[src/rtl/uart_rx.sv]
// UART receiver: 8N1-style frames (DATA_BITS data bits), sampled at bit midpoints
// using a 16x oversample tick. Emits one-clk rx_valid / frame_err pulses.
module uart_rx #(
    parameter int unsigned DATA_BITS  = 8,
    parameter int unsigned OVERSAMPLE = 16
) (
    input  logic                 clk,
    input  logic                 rst,
    input  logic                 tick,
    input  logic                 rx,
    output logic [DATA_BITS-1:0] rx_data,
    output logic                 rx_valid,
    output logic                 frame_err,
    output logic                 busy
);

    localparam int unsigned SW = $clog2(OVERSAMPLE);
    localparam int unsigned BW = $clog2(DATA_BITS + 1);

    localparam logic [SW-1:0] HalfLast = SW'(OVERSAMPLE / 2 - 1);
    localparam logic [SW-1:0] BitLast  = SW'(OVERSAMPLE - 1);
    localparam logic [BW-1:0] DataLast = BW'(DATA_BITS - 1);

    typedef enum logic [2:0] {StIdle, StStart, StData, StStop, StBreak} state_e;

    state_e               state_q, state_d;
    logic [SW-1:0]        s_cnt_q, s_cnt_d;
    logic [BW-1:0]        bit_cnt_q, bit_cnt_d;
    logic [DATA_BITS-1:0] shift_q, shift_d;
    logic [DATA_BITS-1:0] rx_data_q, rx_data_d;
    logic                 rx_valid_q, rx_valid_d;
    logic                 frame_err_q, frame_err_d;
    logic                 rx_s1_q, rx_sync_q;

    always_ff @(posedge clk) begin
        if (rst) begin
            rx_s1_q     <= 1'b1;
            rx_sync_q   <= 1'b1;
            state_q     <= StIdle;
            s_cnt_q     <= '0;
            bit_cnt_q   <= '0;
            shift_q     <= '0;
            rx_data_q   <= '0;
            rx_valid_q  <= 1'b0;
            frame_err_q <= 1'b0;
        end else begin
            rx_s1_q     <= rx;
            rx_sync_q   <= rx_s1_q;
            state_q     <= state_d;
            s_cnt_q     <= s_cnt_d;
            bit_cnt_q   <= bit_cnt_d;
            shift_q     <= shift_d;
            rx_data_q   <= rx_data_d;
            rx_valid_q  <= rx_valid_d;
            frame_err_q <= frame_err_d;
        end
    end

    always_comb begin
        state_d     = state_q;
        s_cnt_d     = s_cnt_q;
        bit_cnt_d   = bit_cnt_q;
        shift_d     = shift_q;
        rx_data_d   = rx_data_q;
        rx_valid_d  = 1'b0;
        frame_err_d = 1'b0;

        unique case (state_q)
            StIdle: begin
                // Start edge is taken on any clk; a coincident tick is deliberately ignored.
                if (!rx_sync_q) begin
                    state_d = StStart;
                    s_cnt_d = '0;
                end
            end
            StStart: begin
                if (tick) begin
                    if (s_cnt_q == HalfLast) begin
                        if (!rx_sync_q) begin
                            state_d   = StData;
                            s_cnt_d   = '0;
                            bit_cnt_d = '0;
                        end else begin
                            state_d = StIdle;
                        end
                    end else begin
                        s_cnt_d = s_cnt_q + 1'b1;
                    end
                end
            end
            StData: begin
                if (tick) begin
                    if (s_cnt_q == BitLast) begin
                        shift_d   = {rx_sync_q, shift_q[DATA_BITS-1:1]};
                        s_cnt_d   = '0;
                        bit_cnt_d = bit_cnt_q + 1'b1;
                        if (bit_cnt_q == DataLast) begin
                            state_d = StStop;
                        end
                    end else begin
                        s_cnt_d = s_cnt_q + 1'b1;
                    end
                end
            end
            StStop: begin
                // Leaving at the stop midpoint lets a back-to-back start edge be caught.
                if (tick) begin
                    if (s_cnt_q == BitLast) begin
                        s_cnt_d = '0;
                        if (rx_sync_q) begin
                            rx_data_d  = shift_q;
                            rx_valid_d = 1'b1;
                            state_d    = StIdle;
                        end else begin
                            frame_err_d = 1'b1;
                            state_d     = StBreak;
                        end
                    end else begin
                        s_cnt_d = s_cnt_q + 1'b1;
                    end
                end
            end
            StBreak: begin
                if (rx_sync_q) begin
                    state_d = StIdle;
                end
            end
            default: state_d = StIdle;
        endcase
    end

    assign rx_data   = rx_data_q;
    assign rx_valid  = rx_valid_q;
    assign frame_err = frame_err_q;
    assign busy      = (state_q != StIdle);

endmodule

[config.mk]
export PLATFORM = sky130hd
export DESIGN_NAME = uart_rx
export DESIGN_NICKNAME = d
export VERILOG_FILES = /design/src/rtl/uart_rx.sv
export SDC_FILE = /design/constraint.sdc
export NUM_CORES = 1
export LEC_CHECK = 0
export CORE_MARGIN = 5
export CORE_UTILIZATION = 40
export CTS_CLUSTER_SIZE = 12
export DETAILED_ROUTE_END_ITERATION = 8
export HOLD_SLACK_MARGIN = 0.03
export PLACE_DENSITY = 0.66
export SLEW_MARGIN = 20
export SYNTH_ARGS = -nofsm -noshare
export SYNTH_HDL_FRONTEND = slang
export SYNTH_SLANG_ARGS = --single-unit
[constraint.sdc]
create_clock -name clk -period 1.6 [get_ports clk]
set_clock_uncertainty 0.15 [all_clocks]
set_input_delay 0.24 -clock clk [delete_from_list [all_inputs] [get_ports clk]]
set_output_delay 0.24 -clock clk [all_outputs]
set_load 0.01 [all_outputs]
---- Word level (Yosys, flattened, before mapping) ----
Index checks and enable logic that the tools add are counted.
storage, ports and cells
  register bits ........................... 31
  input port bits ......................... 4
  output and inout port bits .............. 11
  word-level logic and storage cells ...... 69
cells by class
  add/subtract/negate cells ............... 2
  eq/ne operators ......................... 18
  mux-type cells .......................... 26
  bitwise logic cells ..................... 3
  reduce and logical (&&, ||, !) cells .... 11
operators with widths
  cell                                                    number
  2-to-1 mux 4 bit                                        10
  2-to-1 mux 3 bit                                        10
  inequality test 2 bit (second input constant)           10
  case mux 3 bit (5 select lines)                         1
  case mux 4 bit (3 select lines)                         1
  AND reduction 9 bit                                     1
  adder 4 x 1 -> 4 bit (second input constant)            2
  == test 4 x 3 -> 1 bit (second input constant)          2
  case mux 4 bit (2 select lines)                         1
  == test 3 x 2 -> 1 bit (second input constant)          2
  AND reduction 3 bit                                     2
  AND reduction 6 bit                                     1
  nonzero test 3 bit                                      2
  == test 4 bit (second input constant)                   1
  AND reduction 4 bit                                     1
  OR reduction 4 bit                                      1
  == test 3 x 1 -> 1 bit (second input constant)          1
  == test 3 bit (second input constant)                   1
  logical NOT 3 bit                                       1
  inverter 1 bit                                          3
  2-to-1 mux 1 bit                                        2
  2-to-1 mux 2 bit                                        1
  inequality test 2 x 1 -> 1 bit (second input constant)  1
  nonzero test 2 bit                                      1
  OR reduction 2 bit                                      1

---- Depth between registers and ports, before layout ----
  depth in word-level cells ............... 5
  gate-level depth with buffers ........... 6
  mapped depth without buffers ............ 5

---- Worst setup path before layout ----
Ideal clock, no wire load.
  path kind ............................... register to register
  start ................................... reg s_cnt_q[0]
  end ..................................... reg rx_data_q[0] (netlist: rx_data[0])
  setup time .............................. 0.128 ns
  data arrival time ....................... 1.445 ns
  data required time ...................... 1.322 ns
  path slack .............................. -0.123 ns
  cell stages (with the launch flop) ...... 7
  buffers on the path ..................... 1
  period minus slack after synthesis ...... 1.723 ns
  path through ............................ dfxtp_1 > ha_1 > nand4_4 > nor4b_2 > buf_4 > mux2i_1 > nor2_1
on the way
  word-level cells in the longest chain between the ends .. 2
ends and longest elaborated chain
  element                               line  text
  from (decl)                           27    logic [SW-1:0] s_cnt_q, s_cnt_d;
  from (signal assigned)                50    s_cnt_q <= s_cnt_d;
  == test 4 bit                         108   if (s_cnt_q == BitLast) begin
  AND reduction 4 bit (no source line)  --
  to (signal assigned)                  53    rx_data_q <= rx_data_d;
  to (decl)                             30    logic [DATA_BITS-1:0] rx_data_q, rx_data_d;
No other way between the ends.
A chain may end at the register's enable or synchronous reset.

---- Worst setup path in the final report ----
  start ................................... reg s_cnt_q[0]
  end ..................................... reg bit_cnt_q[3]
on the way
  word-level cells in the longest chain between the ends .. 3
  elaborated cells on any way between the ends .. 5
  classes of those cells .................. eq/ne (4); reduce/logical (1)
ends and longest elaborated chain
  element                                                  line    text
  == test 4 bit or == test 4 x 3 -> 1 bit (tied branches)  93, 78
  inequality test 2 bit (no source line)                   --
  AND reduction 6 bit (no source line) *                   --
  to (signal assigned)                                     51      bit_cnt_q <= bit_cnt_d;
  to (decl)                                                28      logic [BW-1:0] bit_cnt_q, bit_cnt_d;
Every way passes the cells marked *; elsewhere a longest branch is shown, timed or not.

==> reports/qor.yml <==
outcome:
  outcome: "finished, violations left"
  failed_checks: "negative setup slack"
setup_path:
  rrSetupSlack_ns: -0.13
  cp-start-kind: "flop"
  arrival_ns: 1.83
  critical_path.max_fanout: 3
  cp-end-kind: "flop"
  required_ns: 1.70
  worstSetupPathType: "reg -> reg"
timing:
  finalMaxSlewViolations: 0
  worst_slack_ns: -0.131
  slew_headroom_pct: 68.4
  setup-tns-final_ns: -1.46
  tightest_slew_ns: 0.470
  min_period_ns: 1.73
  rsz0062_at_grt: "yes"
  fmax_mhz: 578
  fin_crit_sh_pct: 108
  setup_viol: 22
  timing.final.hold_violations: 0
  holdWs_ns: 0.269
logic_synthesis:
  yosysSeqAreaShare_pct: 42.9
  netlist.area_leader.share_pct: 42.9
  syn_area_um2: 1450
  async_flop_share_pct: 0
  synthCells: 147
  synth_top_area_cell: "dfxtp_1"
  synth_cell_types: 40
  yosys-top-cells-area: "dfxtp_1 (43%), mux2i_1 (11%), nor2_1 (5.7%), a21oi_1 (2.8%), nand2b_1 (2.2%)"
  synth.most_common_cell: "dfxtp_1"
  synth-seq-cells: 31
  synth_common_cells: "dfxtp_1 (31), nor2_1 (22), mux2i_1 (16), a21oi_1 (8)"
  synth_ff_type: "dfxtp_1"
  syn_avg_cell_area_um2: 9.83
  synth_fp_nets: 153
  synth_edf_count: 0
  yosys_warnings: 0
grt:
  grt_use_met1_pct: 15.9
  grtUsageMet3_pct: 4.73
  grt_usage_pct: 14.2
  grt.overflow.total: 0
  grt_pass1_wl_um: 5480
  grt_use_met2_pct: 23.3
  grt_max_degree: 17
  grt_pass1_vias: 1224
  antenna_found_initial: 0
  top_usage_layer: "met2"
pwr:
  cellPowerDensity_nw_per_um2: 807
  ir_drop_uv: 590
  p_leak_nw: 0.794
routing:
  wire_per_inst_um: 14.5
  drt_iter0_drc: 69
  wl_um: 3470
  vias: 1262
  ant_nets: 0
  route.detailed.drc: 0
  via_per_inst: 5.26
  drt_pass1_iterations: 4
clocking:
  cts.root.buffer_cell: "clkbuf_4"
  cts_tree: "done"
  cts_buffer_depth: 2
  hold_buffers: 0
  clock_latency_ns: 0.33
  cts.sinks: 31
  cts_max_level: 2
  cts_buffers: 5
  path_clk_slew_ns: 0.10
cells_and_area:
  stdcell_count: 240
  drive_above_1_share_pct: 38.1
  final_nets: 199
  antenna_cells: 0
  area_delta_synth_final_pct: 44.2
  fin_area_um2: 2080
  fill_cells: 291
place:
  dp_hpwl_um: 2360
  place_area_um2: 1840
  place.gp.congestion: 0.903
  dp.cells: 227
  portBuffers: 14
floorplanning:
  core_region_area_um2: 3420
  die_x_um: 70.1
  die_area_um2: 4910
  rows: 21
  io_pins: 15
  start_util_pct: 42.3
  dieHeight_um: 70.1
hold_path:
  hp-class: "reg -> reg"
run:
  max-cap-violations: 0
## state kept, by name, summed over array words and instances (netlist names)
signal / flops
rx_data: 8
shift_q: 8
bit_cnt_q: 4
s_cnt_q: 4
state_q: 3
frame_err: 1
rx_s1_q: 1
rx_sync_q: 1
rx_valid: 1
## cell type report
class | count | area [µm²] | share of cell area [%]
flip-flops and latches | 31 | 631 | 30.3
multi-input cells | 107 | 913 | 43.8
repair buffers | 48 | 414 | 19.9
well taps | 46 | 57.6 | 2.76
clock buffers | 8 | 68.8 | 3.30
## cells in the final DEF (no fill, tap or decap), drive strengths merged, types with 3 or more instances in the layout
cell type and count:
buf 35, clkdlybuf4s50 4, dfxtp 31, nand3 5
dlygate4sd2 9, o21bai 3, nand2b 5, nand2 4
or3 3, o21ai 3, nand3b 4, nor2 22
mux2i 16, nand4 5, clkbuf 8, a21oi 9
## cells by family after synthesis
group / Yosys count / synth area share, %
AO/OA/AOI/OAI: 28 / 15.0
XOR/XNOR: 2 / 1.21
adder cells (fa/ha/maj): 2 / 1.73
buffers and inverters: 9 / 3.55
flip-flops: 31 / 42.9
multiplexers: 16 / 11.1
AND/OR/NAND/NOR: 59 / 24.5
## final timing paths
check | end | depth (start not counted) | start
setup / recovery | bit_cnt_q[3]$_SDFFE_PP0P_ | 6 | s_cnt_q[0]$_SDFFE_PP0P_
hold / removal | rx_sync_q$_SDFF_PP1_ | 1 | rx_s1_q$_SDFF_PP1_
setup reg to reg | bit_cnt_q[3]$_SDFFE_PP0P_ | 6 | s_cnt_q[0]$_SDFFE_PP0P_
hold reg to reg | rx_sync_q$_SDFF_PP1_ | 1 | rx_s1_q$_SDFF_PP1_
## per-layer routing
metal  vias up  wire length (µm)
li1        627                 -
met2        27              1750
met4         0                87
met1       600              1490
met5         -                 0
met3         8               140
## critical path: stages, from the launching register on
cell,delay (ns)
dfxtp_2,0.36
ha_4,0.16
nand4_4,0.14
nor4b_4,0.29
buf_4,0.16
a41oi_2,0.12
a311oi_2,0.26
## power by group
group / internal (mW) / switching (mW) / total, mW
Clock: 0.258 / 0.269 / 0.527
Sequential: 0.784 / 0.0118 / 0.796
Combinational: 0.175 / 0.183 / 0.358
## metrics by stage
stage	setup slack (ns)	power, mW	utilization [%]
finish	-0.131	1.68	61.0
global placement	-0.344	1.06	53.8
CTS	-0.0911	1.63	57.5
floorplan	0.0133	0.967	-
global route	-0.193	1.77	61.0
detailed placement	-0.369	1.07	53.8
## repair_timing
action / in CTS / in global routing
hold endpoints to repair: 0 / 0
setup endpoints to repair: 37 / 29
resized for setup: 25 / 22
buffers inserted: 3 / 3
pin swaps: 10 / 18
cloned: 0 / 0
Power figures use the tool's default switching activity.
